[src/rtl/text_pkg.sv]
// Shared constants and types for the text-mode renderer: palette, cell layout,
// fetch FSM states and the cell record passed to the glyph shifter.
package text_pkg;

    localparam int CHAR_LSB = 0;
    localparam int FG_LSB   = 8;
    localparam int BG_LSB   = 12;

    // Fixed 16-colour palette, RGB 4:4:4 with red in the top nibble; entry 0 doubles as border.
    localparam logic [15:0][11:0] PALETTE = {
        12'hFFF, 12'hFF5, 12'hF5F, 12'hF55, 12'h5FF, 12'h5F5, 12'h55F, 12'h555,
        12'hAAA, 12'hA50, 12'hA0A, 12'hA00, 12'h0AA, 12'h0A0, 12'h00A, 12'h000
    };

    typedef enum logic [2:0] {
        IDLE,
        VREQ,
        FREQ,
        LATCH,
        WAIT
    } fetch_state_t;

    typedef struct packed {
        logic [7:0] glyph;
        logic [3:0] fg;
        logic [3:0] bg;
        logic       cursor;
    } cell_t;

endpackage

[src/rtl/glyph_shifter.sv]
// Two-deep cell pipeline: a prefetch buffer feeding an 8-bit glyph shifter,
// each glyph bit held for PIXEL_REP advance slots.
module glyph_shifter
    import text_pkg::*;
#(
    parameter int PIXEL_REP = 2
) (
    input  logic       clk,
    input  logic       rst_n,
    input  logic       flush,
    input  logic       load,
    input  cell_t      load_cell,
    input  logic       advance,
    input  logic       blink_phase,
    output logic       buf_empty,
    output logic       shift_valid,
    output logic [3:0] color_idx
);

    localparam logic [1:0] SLOT_LAST = 2'(PIXEL_REP - 1);

    cell_t      shift_q, shift_d;
    cell_t      buf_q, buf_d;
    logic       shift_valid_q, shift_valid_d;
    logic       buf_valid_q, buf_valid_d;
    logic [1:0] slot_q, slot_d;
    logic [2:0] bit_q, bit_d;
    logic       pix_bit;

    always_comb begin
        shift_d       = shift_q;
        buf_d         = buf_q;
        shift_valid_d = shift_valid_q;
        buf_valid_d   = buf_valid_q;
        slot_d        = slot_q;
        bit_d         = bit_q;

        if (shift_valid_q && advance) begin
            if (slot_q == SLOT_LAST) begin
                slot_d        = '0;
                bit_d         = bit_q + 3'd1;
                shift_d.glyph = {shift_q.glyph[6:0], 1'b0};
                // Last slot of the last bit: the buffered cell takes over on this same edge.
                if (bit_q == 3'd7) begin
                    shift_d       = buf_q;
                    shift_valid_d = buf_valid_q;
                    buf_valid_d   = 1'b0;
                end
            end else begin
                slot_d = slot_q + 2'd1;
            end
        end

        if (load) begin
            if (!shift_valid_d) begin
                shift_d       = load_cell;
                shift_valid_d = 1'b1;
                slot_d        = '0;
                bit_d         = '0;
            end else begin
                buf_d       = load_cell;
                buf_valid_d = 1'b1;
            end
        end

        if (flush) begin
            shift_valid_d = 1'b0;
            buf_valid_d   = 1'b0;
            slot_d        = '0;
            bit_d         = '0;
        end
    end

    always_ff @(posedge clk or negedge rst_n) begin
        if (!rst_n) begin
            shift_q       <= '0;
            buf_q         <= '0;
            shift_valid_q <= 1'b0;
            buf_valid_q   <= 1'b0;
            slot_q        <= '0;
            bit_q         <= '0;
        end else begin
            shift_q       <= shift_d;
            buf_q         <= buf_d;
            shift_valid_q <= shift_valid_d;
            buf_valid_q   <= buf_valid_d;
            slot_q        <= slot_d;
            bit_q         <= bit_d;
        end
    end

    // A cursor cell in the visible blink phase shows inverted colours.
    assign pix_bit     = shift_q.glyph[7] ^ (shift_q.cursor & blink_phase);
    assign color_idx   = pix_bit ? shift_q.fg : shift_q.bg;
    assign shift_valid = shift_valid_q;
    assign buf_empty   = !buf_valid_q;

endmodule

[src/rtl/text_renderer.sv]
// Text-mode pixel generator: fetches char/attribute cells and glyph lines for a
// scanline and streams palette-mapped RGB pixels through glyph_shifter.
module text_renderer
    import text_pkg::*;
#(
    parameter int COLS       = 80,
    parameter int STRIDE_LG2 = 7,
    parameter int FONT_H_LG2 = 3,
    parameter int PIXEL_REP  = 2,
    parameter int BLINK_LG2  = 5
) (
    input  logic        clk,
    input  logic        rst_n,
    input  logic        newline,
    input  logic [8:0]  line,
    input  logic        advance,
    input  logic        vsync,
    input  logic        cursor_en,
    input  logic [6:0]  cursor_col,
    input  logic [5:0]  cursor_row,
    output logic [12:0] vram_addr,
    input  logic [15:0] vram_data,
    output logic [11:0] font_addr,
    input  logic [7:0]  font_data,
    output logic        ready,
    output logic [11:0] pixel
);

    localparam int ROW_W  = 9 - FONT_H_LG2;
    localparam int COL_W  = STRIDE_LG2 + 1;
    localparam int FONT_H = 1 << FONT_H_LG2;

    fetch_state_t           state_q, state_d;
    logic [ROW_W-1:0]       row_q, row_d;
    logic [FONT_H_LG2-1:0]  gline_q, gline_d;
    logic [COL_W-1:0]       col_q, col_d;
    logic [12:0]            vram_addr_q, vram_addr_d;
    logic [11:0]            font_addr_q, font_addr_d;
    logic [3:0]             fg_q, fg_d, bg_q, bg_d;
    logic                   cursor_q, cursor_d;
    logic [BLINK_LG2:0]     blink_q, blink_d;
    logic                   ready_q, ready_d;
    logic                   load, cursor_hit, buf_empty, shift_valid;
    logic [3:0]             color_idx;
    cell_t                  load_cell;

    function automatic logic [12:0] cell_addr(input logic [ROW_W-1:0] row,
                                              input logic [COL_W-1:0] col);
        return 13'((32'(row) << STRIDE_LG2) | 32'(col));
    endfunction

    assign cursor_hit = cursor_en
                      && (int'(col_q) == int'(cursor_col))
                      && (int'(row_q) == int'(cursor_row))
                      && (int'(gline_q) >= FONT_H - 2);

    // font_addr is driven straight from vram_data in FREQ so the glyph is back one cycle later.
    always_comb begin
        state_d     = state_q;
        row_d       = row_q;
        gline_d     = gline_q;
        col_d       = col_q;
        vram_addr_d = vram_addr_q;
        font_addr_d = font_addr_q;
        fg_d        = fg_q;
        bg_d        = bg_q;
        cursor_d    = cursor_q;
        ready_d     = ready_q;
        load        = 1'b0;
        blink_d     = vsync ? blink_q + 1'b1 : blink_q;

        case (state_q)
            VREQ: state_d = FREQ;
            FREQ: begin
                font_addr_d = 12'((32'(vram_data[CHAR_LSB +: 8]) << FONT_H_LG2) | 32'(gline_q));
                fg_d        = vram_data[FG_LSB +: 4];
                bg_d        = vram_data[BG_LSB +: 4];
                cursor_d    = cursor_hit;
                state_d     = LATCH;
            end
            LATCH: begin
                load    = 1'b1;
                ready_d = 1'b1;
                col_d   = col_q + 1'b1;
                state_d = WAIT;
            end
            WAIT: begin
                if (buf_empty && int'(col_q) < COLS) begin
                    vram_addr_d = cell_addr(row_q, col_q);
                    state_d     = VREQ;
                end
            end
            default: ;
        endcase

        if (newline) begin
            row_d       = ROW_W'(line >> FONT_H_LG2);
            gline_d     = line[FONT_H_LG2-1:0];
            col_d       = '0;
            vram_addr_d = cell_addr(row_d, '0);
            ready_d     = 1'b0;
            load        = 1'b0;
            state_d     = VREQ;
        end
    end

    always_ff @(posedge clk or negedge rst_n) begin
        if (!rst_n) begin
            state_q     <= IDLE;
            row_q       <= '0;
            gline_q     <= '0;
            col_q       <= '0;
            vram_addr_q <= '0;
            font_addr_q <= '0;
            fg_q        <= '0;
            bg_q        <= '0;
            cursor_q    <= 1'b0;
            blink_q     <= '0;
            ready_q     <= 1'b0;
        end else begin
            state_q     <= state_d;
            row_q       <= row_d;
            gline_q     <= gline_d;
            col_q       <= col_d;
            vram_addr_q <= vram_addr_d;
            font_addr_q <= font_addr_d;
            fg_q        <= fg_d;
            bg_q        <= bg_d;
            cursor_q    <= cursor_d;
            blink_q     <= blink_d;
            ready_q     <= ready_d;
        end
    end

    assign load_cell = '{glyph: font_data, fg: fg_q, bg: bg_q, cursor: cursor_q};

    glyph_shifter #(
        .PIXEL_REP(PIXEL_REP)
    ) u_shifter (
        .clk        (clk),
        .rst_n      (rst_n),
        .flush      (newline),
        .load       (load),
        .load_cell  (load_cell),
        .advance    (advance),
        .blink_phase(blink_q[BLINK_LG2]),
        .buf_empty  (buf_empty),
        .shift_valid(shift_valid),
        .color_idx  (color_idx)
    );

    // Once the row has started, an exhausted shifter means we are past the last cell: border colour.
    assign pixel     = !ready_q ? 12'h000 : (shift_valid ? PALETTE[color_idx] : PALETTE[0]);
    assign ready     = ready_q;
    assign vram_addr = vram_addr_q;
    assign font_addr = font_addr_d;

endmodule

[config.mk]
export PLATFORM = sky130hd
export DESIGN_NAME = text_renderer
export DESIGN_NICKNAME = d
export VERILOG_FILES = /design/src/rtl/text_pkg.sv /design/src/rtl/glyph_shifter.sv /design/src/rtl/text_renderer.sv
export SDC_FILE = /design/constraint.sdc
export NUM_CORES = 1
export LEC_CHECK = 0
export ABC_AREA = 1
export BUFFER_PORTS_ARGS = -buffer_cell sky130_fd_sc_hd__clkbuf_2
export CAP_MARGIN = 20
export CORE_ASPECT_RATIO = 0.8
export CORE_UTILIZATION = 50
export DETAILED_ROUTE_END_ITERATION = 16
export GPL_ROUTABILITY_DRIVEN = 0
export PLACE_DENSITY = 0.69
export SLEW_MARGIN = 20
export SYNTH_ARGS = -nofsm -noshare
export SYNTH_HDL_FRONTEND = slang
export SYNTH_SLANG_ARGS = --single-unit
export TNS_END_PERCENT = 10
[constraint.sdc]
create_clock -name clk -period 4.57 [get_ports clk]
set_input_delay 0.457 -clock clk [delete_from_list [all_inputs] [get_ports clk]]
set_output_delay 0.457 -clock clk [all_outputs]
set_load 0.02 [all_outputs]
==> results.toml, run 1 <==
[outcome]
outcome = "completed"

[sta]
fin_setup_tns_ps = 0
final-max-slew-violation-count = 0
min_period_over_period_pct = 60.09
relSlewSlack_pct = 35.02
worst_pin_slew_ps = 971.2
fmaxAchievable_mhz = 364.2
fin_skew_ps = 5.197
hold_viol = 0
setup_slack_ps = 1824
rsz0062_at_grt = "false"
setup_viol = 0
min_period_ps = 2746

[clock_network]
htree_levels = 3
post_cts_buffers = 0
numCtsBuffers = 9
clk_latency_ps = 350
cts.sinks = 102
cts_tree = "yes"
cts_hold_buffers = 0
cts_resized = 0
ctsRootBufferMaster = "clkbuf_16"
clk_pin_slew_ps = 70
cts_buffer_depth = 2

[global_route]
grt_pass1_wl_um = 19410
grt_max_degree = 65
grt.overflow.total = 0
grt_pass1_vias = 4191
grt_use_total_pct = 23.56
antenna_found_initial = 0

[final_layout]
final_cell_area_mm2 = 0.005928
nets = 796
multi_input_area_mm2 = 0.002096
diodes = 0
drive_gt1_share_pct = 15.88
seq_area_mm2 = 0.002552
syn_to_final_growth_pct = 17.25
fillers = 880

[yosys]
synthTopCellsByCount = "nand2_1 (280), dfrtp_1 (102), nand3_1 (72)"
synthesis.area_mm2 = 0.005056
synth_top_family_by_area = "simple AND/OR/NAND/NOR gates"
synthMuxAreaShare_pct = 0.2227
yosysTopAreaCell = "dfrtp_1"
synth_compound_area_share_pct = 4.380
yosysMostFrequentCell = "nand2_1"
ys_top_cells_by_area = "dfrtp_1 (50%), nand2_1 (21%), nand3_1 (7.1%)"
synthArstFlopShare_pct = 100.0
synthFlopType = "dfrtp_1"
syn_inst = 667
syn_avg_cell_area_um2 = 7.580
synthAdderAreaFrac_pct = 1.237
synth.distinct_cells = 25
synth-simple-area-share_pct = 34.57
synth_edf_count = 0
syn_nets = 724
yosysSeqAreaShare_pct = 50.48
yosysWarnings = 0
synth_seq_cells = 102
synth_top_area_share_pct = 50.48
synthXorXnorAreaFrac_pct = 1.039

[placement]
port_buffers = 89
hpwlAfterDp_um = 7652
dp_slack_ps = 1849
placed_cell_area_mm2 = 0.005540

[critical_path]
crit_type = "reg -> reg"
crit_required_ps = 4810
worstSetupEndpointType = "register"
critical_path.max_stage_delay_ps = 850
start_kind = "register"
crit_fanout = 22
arrival_ps = 2980
crit_slowest_cell = "dfrtp_1"
path_cells = "nand3_1, nor2_1, buf_4, nand2_1, nand2_1, nand2_1, nand2_1, nand2_1"
cp_common_cell = "nand2_1"

[die]
die_area_mm2 = 0.01052
ioPinCount = 90
rows = 32
die_h_um = 91.94
core_area_mm2 = 0.009729
initial_core_util_pct = 51.97
die_w_um = 114.4

[detailed_routing]
wl_met3_um = 620
drtPass1Iterations = 5
highest_layer = "met4"
drc = 0
dr_wl_met2_um = 5060
dr_total_vias = 4386
wire_per_inst_um = 12.79
vias_per_cell = 4.990
final_antenna_net_count = 0
drt-initial-drc-count = 297
totalWireLength_um = 11240
wirelength_met1_um = 5430

[power]
clock_power_share_pct = 27.8
internal_power_mw = 2.110
switching_share_pct = 36.14
power_per_cell_area_mw_per_mm2 = 557.5
power.share.combinational_pct = 29.8
leakagePower_nw = 3.295
seqPwrFrac_pct = 42.4
finalPower_mw = 3.305
switchingPower_mw = 1.194
ir_worst_vdd_uv = 361.9

[job]
max_cap_viol_count = 0

[hold_path]
hp-class = "in -> async"
-- through the flow --
stage / hold slack (ps) / util [%] / instances
floorplan: 161.4 / - / 667
global placement: 447.6 / 56.94 / 863
detailed placement: 457.8 / 56.94 / 863
CTS: 232.2 / 60.65 / 878
global route: 268.8 / 60.93 / 879
finish: 182.9 / 60.93 / 879
-- worst max-delay path: cells and delay by family, from the launching register on --
family,cells,cell delay [ps]
buffers and inverters,1,340
flip-flops,1,850
AND/OR/NAND/NOR,7,1430
-- final timing paths --
check | startpoint | endpoint | slack, ps | cells after the start
max reg2reg | u_shifter.shift_valid | u_shifter.shift_q[3] | 1820 | 8
max in group asynchronous | rst_n | cursor_q | 3400 | 2
max | u_shifter.shift_valid | u_shifter.shift_q[3] | 1820 | 8
min | rst_n | vram_addr[8] | 180 | 1
min reg2reg | u_shifter.buf_q[15] | u_shifter.buf_q[15] | 470 | 2
min in group clk | vram_data[12] | bg_q[0] | 310 | 3
-- cells by family (layout without fill, tap and decap cells) --
family | after synthesis | count (layout)
buffers and inverters | 98 | 174
adder cells (fa/ha/maj) | 5 | 5
AO/OA/AOI/OAI | 44 | 44
multiplexers | 1 | 1
XOR/XNOR | 6 | 6
flip-flops | 102 | 102
AND/OR/NAND/NOR | 411 | 411
-- cell type report --
type	instances	area share, %
clock buffers	9	3.799
clock inverters	6	2.279
inverters	65	4.116
multi-input cells	467	35.35
flip-flops and latches	102	43.06
well taps	136	2.870
repair buffers	94	8.527
-- power by group through the flow --
stage | sequential [mW] | clock [mW] | combinational, mW
3_5_place_dp | 1.41 | 0 | 0.983
5_1_grt | 1.44 | 0.969 | 1.13
4_1_cts | 1.40 | 0.932 | 0.991
2_1_floorplan | 1.35 | 0 | 0.740
6_report | 1.40 | 0.918 | 0.986
3_3_place_gp | 1.40 | 0 | 0.954
-- flip-flops by register name, indices dropped and copies added, names as in the netlist --
signal	cells
u_shifter.buf_q	17
u_shifter.shift_q	17
vram_addr	13
font_addr_q	12
col_q	8
blink_q	6
row_q	6
bg_q	4
fg_q	4
gline_q	3
state_q	3
u_shifter.bit_q	3
u_shifter.slot_q	2
cursor_q	1
ready	1
u_shifter.buf_valid_q	1
u_shifter.shift_valid	1
-- cell usage in the layout (no fill, tap or decap), drive strengths merged --
cell type / synthesis / final
nand3: 74 / 74
mux2: 1 / 1
o22ai: 1 / 1
nor2: 30 / 30
clkinvlp: 0 / 2
a21oi: 10 / 10
dfrtp: 102 / 102
xnor2: 1 / 1
clkbuf: 16 / 97
bufinv: 0 / 4
nand2: 282 / 282
inv: 64 / 64
o21ai: 33 / 33
ha: 5 / 5
nand4: 22 / 22
clkinv: 1 / 1
nand3b: 3 / 3
xor2: 5 / 5
buf: 17 / 6
-- metal layers --
| layer | up-vias | GRT usage (%) |
|---|---|---|
| met4 | 0 | 7.035 |
| met5 | - | 0 |
| li1 | 2245 | - |
| met1 | 2013 | 33.62 |
| met3 | 10 | 4.627 |
| met2 | 118 | 36.41 |
Power figures use the tool's default switching activity.
==> run 2, diff against run 1 <==
==> constraint.sdc (replaced) <==
create_clock -name clk -period 2.6 [get_ports clk]
set_input_delay 0.26 -clock clk [delete_from_list [all_inputs] [get_ports clk]]
set_output_delay 0.26 -clock clk [all_outputs]
set_load 0.02 [all_outputs]
==> run 2 against run 1 <==
Non-clock buffer count rose by 6. Combinational power rose by 84%. Via count rose by 3.0%. Setup slack got worse by 1400 ps.
==> results.toml, run 2 (synthesized netlist as in run 1, its figures left out) <==
[sta]
setup_viol = 0
holdWs_ps = 108.9
fin_skew_ps = 8.717
worst_pin_slew_ps = 747.4
fin_setup_tns_ps = 0
min_period_ps = 2131
min_period_over_period_pct = 81.97
rsz0062_at_grt = "false"
final-max-slew-violation-count = 0
hold_viol = 0
setup_slack_ps = 468.8
relSlewSlack_pct = 49.99
fmaxAchievable_mhz = 469.2

[power]
leakagePower_nw = 3.298
ir_worst_vdd_uv = 659.9
power_per_cell_area_mw_per_mm2 = 946.8

[die]
die_area_mm2 = 0.01052
initial_core_util_pct = 51.97
rows = 32
ioPinCount = 90
die_h_um = 91.94
die_w_um = 114.4
core_area_mm2 = 0.009729

[clock_network]
clk_pin_slew_ps = 60
cts.sinks = 102
htree_levels = 3
ctsRootBufferMaster = "clkbuf_16"
cts_tree = "yes"
numCtsBuffers = 9
cts_buffer_depth = 2
clk_latency_ps = 350

[outcome]
outcome = "completed"

[global_route]
grt_pass1_vias = 4218
grt_pass1_wl_um = 19800
grt.overflow.total = 0
antenna_found_initial = 0
grt_use_total_pct = 24.01
grt_max_degree = 46

[final_layout]
nets = 802
final_cell_mix = "nand2_1 (280), dfrtp_1 (102), clkbuf_2 (88), nand3_1 (72), inv_1 (64)"
final_util_pct = 60.75
drive_gt1_share_pct = 16.27
mostFrequentLayoutCell = "nand2_1"
fillers = 900
syn_to_final_growth_pct = 16.90
diodes = 0

[detailed_routing]
final_antenna_net_count = 0
drtPass1Iterations = 5
drc = 0
wire_per_inst_um = 12.88
drt-initial-drc-count = 224
dr_total_vias = 4517
vias_per_cell = 5.098
totalWireLength_um = 11410

[hold_path]
hp-class = "in -> reg"

[job]
max_cap_viol_count = 0

[critical_path]
r2r_slack_ps = 510
crit_fanout = 7
start_kind = "register"
worstSetupEndpointType = "output pin"
crit_required_ps = 2340
arrival_ps = 1870
crit_type = "reg -> out"

[placement]
dp_slack_ps = 568.4
port_buffers = 89
hpwlAfterDp_um = 8025
## run 2: through the flow
stage | cell area [um^2] | total power, mW | std cells
final | 5911 | 5.596 | 886
after detailed placement | 5598 | 4.251 | 869
after floorplan | 5056 | 3.678 | 667
after global routing | 5911 | 6.036 | 886
after global placement | 5598 | 4.169 | 869
after CTS | 5911 | 5.640 | 886
## run 2: repair_timing
item | 4_1_cts | 5_1_grt
hold endpoints to repair | 35 | 0
setup endpoints to repair | 0 | 0
hold buffers | 1 | 0
buffers inserted | 0 | 0
resized for setup | 0 | 0
## run 2: final cells by class
type / instances / area, um^2 / share of cell area, %
repair buffers: 100 / 545.5 / 9.229
clock buffers: 13 / 260.3 / 4.403
well taps: 136 / 170.2 / 2.879
clock inverters: 3 / 42.54 / 0.7197
flip-flops and latches: 102 / 2552 / 43.18
inverters: 65 / 244.0 / 4.128
multi-input cells: 467 / 2096 / 35.46
## run 2: worst max-delay path, cell delays in order, from the launching register on
cell	delay (ps)
dfrtp_1	420
nand3_1	230
nand2_1	180
nand2_1	90
nand2_1	60
nor2_1	230
inv_1	70
nand2_1	80
clkbuf_2	160
## run 2: path summary, 6_finish.rpt
path,startpoint,to,cells after the start
max in group asynchronous,rst_n,u_shifter.shift_q[12],3
min in group asynchronous,rst_n,vram_addr[8],2
setup / recovery,blink_q[5],pixel[4],8
setup reg to reg,u_shifter.bit_q[0],u_shifter.shift_valid,6
hold reg to reg,font_addr_q[11],font_addr_q[11],2
hold / removal,vram_data[12],bg_q[0],3
## run 2: layer usage
layer | vias up | share of wire (%) | track usage [%]
met5 | - | 0 | 0
met4 | 0 | 0.93 | 5.952
met3 | 12 | 5.2 | 4.362
met2 | 142 | 45 | 36.87
met1 | 2102 | 49 | 35.19
li1 | 2261 | - | -
## run 2: where the power goes
part	internal [mW]	leakage (nW)	switching, mW	total (mW)
Combinational	0.602	1.84	1.21	1.81
Sequential	2.10	1.31	0.334	2.43
Clock	0.798	0.146	0.560	1.36
==> run 3, diff against run 2 <==
--- a/config.mk
+++ b/config.mk
@@ -12,7 +12,7 @@
 export CORE_UTILIZATION = 50
 export DETAILED_ROUTE_END_ITERATION = 16
 export GPL_ROUTABILITY_DRIVEN = 0
-export PLACE_DENSITY = 0.69
+export PLACE_DENSITY = 0.71
 export SLEW_MARGIN = 20
 export SYNTH_ARGS = -nofsm -noshare
 export SYNTH_HDL_FRONTEND = slang
==> constraint.sdc (replaced) <==
create_clock -name clk -period 1.7 [get_ports clk]
set_input_delay 0.17 -clock clk [delete_from_list [all_inputs] [get_ports clk]]
set_output_delay 0.17 -clock clk [all_outputs]
set_load 0.02 [all_outputs]
==> run 3 against run 2 <==
The run now ends with setup timing left. Final cell count up 2.3%. First-iteration DRC count up 20%. Core utilization rose by 3.6 points. Global-route usage rose by 0.72 points. Clock power rose by 57%. Design area grew 6.0%. Critical path depth increased by 1. Power grew 63%. Non-clock buffer count is 19 higher. Sequential power up 54%. Setup slack got worse by 620 ps. Largest power group unchanged. Highest routed layer unchanged.
==> results.toml, run 3 (synthesized netlist as in run 1, its figures left out) <==
[final_layout]
fillers = 841
diodes = 0
drive_gt1_share_pct = 21.43
mostFrequentLayoutCell = "nand2_1"
syn_to_final_growth_pct = 23.88
final_cell_mix = "nand2_1 (272), dfrtp_1 (100), clkbuf_2 (73), nand3_1 (69), inv_1 (59)"
nets = 822
multi_input_area_mm2 = 0.002185
seq_area_mm2 = 0.002555

[die]
die_w_um = 114.4
ioPinCount = 90
die_h_um = 91.94
die_area_mm2 = 0.01052
initial_core_util_pct = 51.97
core_area_mm2 = 0.009729
rows = 32

[job]
max_cap_viol_count = 0

[critical_path]
crit_type = "reg -> out"
start_kind = "register"
crit_fanout = 5
crit_required_ps = 1530
worstSetupEndpointType = "output pin"
r2r_slack_ps = 100
arrival_ps = 1690

[global_route]
grt_use_total_pct = 24.73
grt_pass1_vias = 4430
antenna_found_initial = 0
grt.overflow.total = 0
grt_max_degree = 37
grt_pass1_wl_um = 20350

[placement]
hpwlAfterDp_um = 8357
port_buffers = 89

[power]
ir_worst_vdd_uv = 888.4
power_per_cell_area_mw_per_mm2 = 1453
leakagePower_nw = 3.410

[detailed_routing]
drc = 0
drtPass1Iterations = 5
final_antenna_net_count = 0
totalWireLength_um = 12070
vias_per_cell = 5.076
dr_total_vias = 4599
wire_per_inst_um = 13.32
drt-initial-drc-count = 269

[sta]
rsz0062_at_grt = "true"
setup_slack_ps = -155.3
final-max-slew-violation-count = 0
fin_skew_ps = 10.65
min_period_ps = 1855
fmaxAchievable_mhz = 539.0
hold_viol = 0
worst_pin_slew_ps = 510.1
holdWs_ps = 13.82
fin_setup_tns_ps = -1192
min_period_over_period_pct = 109.1
relSlewSlack_pct = 66.00
setup_viol = 20

[clock_network]
clk_latency_ps = 350
clk_pin_slew_ps = 70
cts_tree = "yes"
cts.sinks = 102
htree_levels = 3
cts_buffer_depth = 2
numCtsBuffers = 9
ctsRootBufferMaster = "clkbuf_16"

[outcome]
outcome = "complete, but fails checks"
violations = "setup timing"

[hold_path]
hp-class = "in -> reg"
## run 3: cell types whose count changed in the layout (fill, tap and decap cells not counted), moves of 3 or more
cell	change
nand2_2	+5
clkbuf_8	+4
clkbuf_2	-15
inv_2	+4
buf_4	+16
nand3_1	-3
nand3_4	+3
nand2_1	-8
buf_2	+3
clkbuf_4	+5
buf_6	+3
nand2_4	+3
inv_1	-5
## run 3: worst max-delay path, stage by stage (launching register included)
cell      delay, ps
dfrtp_2         460
nand2_2         100
nand2_4          70
buf_6           120
nand3b_1        100
nand2_2          80
nor2_2          110
nand2_1          70
nand2_2          80
clkbuf_8        140
## run 3: final timing paths
kind                                       from  depth (start not counted)                   end
max in group asynchronous                 rst_n                          3  u_shifter.shift_q[5]
setup / recovery           u_shifter.shift_q[0]                          9              pixel[6]
hold reg to reg                 font_addr_q[11]                          2       font_addr_q[11]
min in group asynchronous                 rst_n                          2              row_q[2]
setup reg to reg                     state_q[2]                          6              col_q[4]
hold / removal                    vram_data[14]                          3               bg_q[2]
## run 3: cell type report
cell class	instances	share of cell area [%]
Inverter	65	3.955
Multi-Input combinational cell	467	34.88
Timing Repair Buffer	119	12.56
Tap cell	136	2.717
Timing Repair inverter	1	0.1199
Clock buffer	12	4.095
Sequential cell	102	40.79
Clock inverter	4	0.8789
## run 3: per-layer routing
layer / vias to the layer above / track usage [%] / share of wire [%]
li1: 2300 / - / -
met1: 2160 / 33.65 / 47
met4: 0 / 9.091 / 1.5
met5: - / 0 / 0
met3: 15 / 4.560 / 4.5
met2: 124 / 39.55 / 47
## run 3: what timing repair did
| action | CTS | global route |
|---|---|---|
| setup buffers | 7 | 1 |
| gates cloned | 1 | 0 |
| pin swaps | 4 | 5 |
| hold endpoints to repair | 33 | 0 |
| hold buffers | 1 | 0 |
| gates resized for setup | 29 | 26 |
| setup endpoints to repair | 26 | 41 |
## run 3: stage by stage
step                setup WS [ps]  cells  cell area (um^2)  util, %  power (mW)
global route               -270.2    906              6264    64.38       9.727
global placement            82.19    881              5720    58.80       6.461
floorplan                   29.29    667              5064        -       5.637
finish                     -155.3    906              6264    64.38       9.101
CTS                        -112.5    905              6205    63.77       8.962
detailed placement          9.373    881              5720    58.80       6.600
## run 3: power breakdown
group          leakage (nW)  switching (mW)  internal, mW
sequential             1.31           0.540          3.21
clock                 0.149           0.903          1.23
combinational          1.95            2.04          1.18
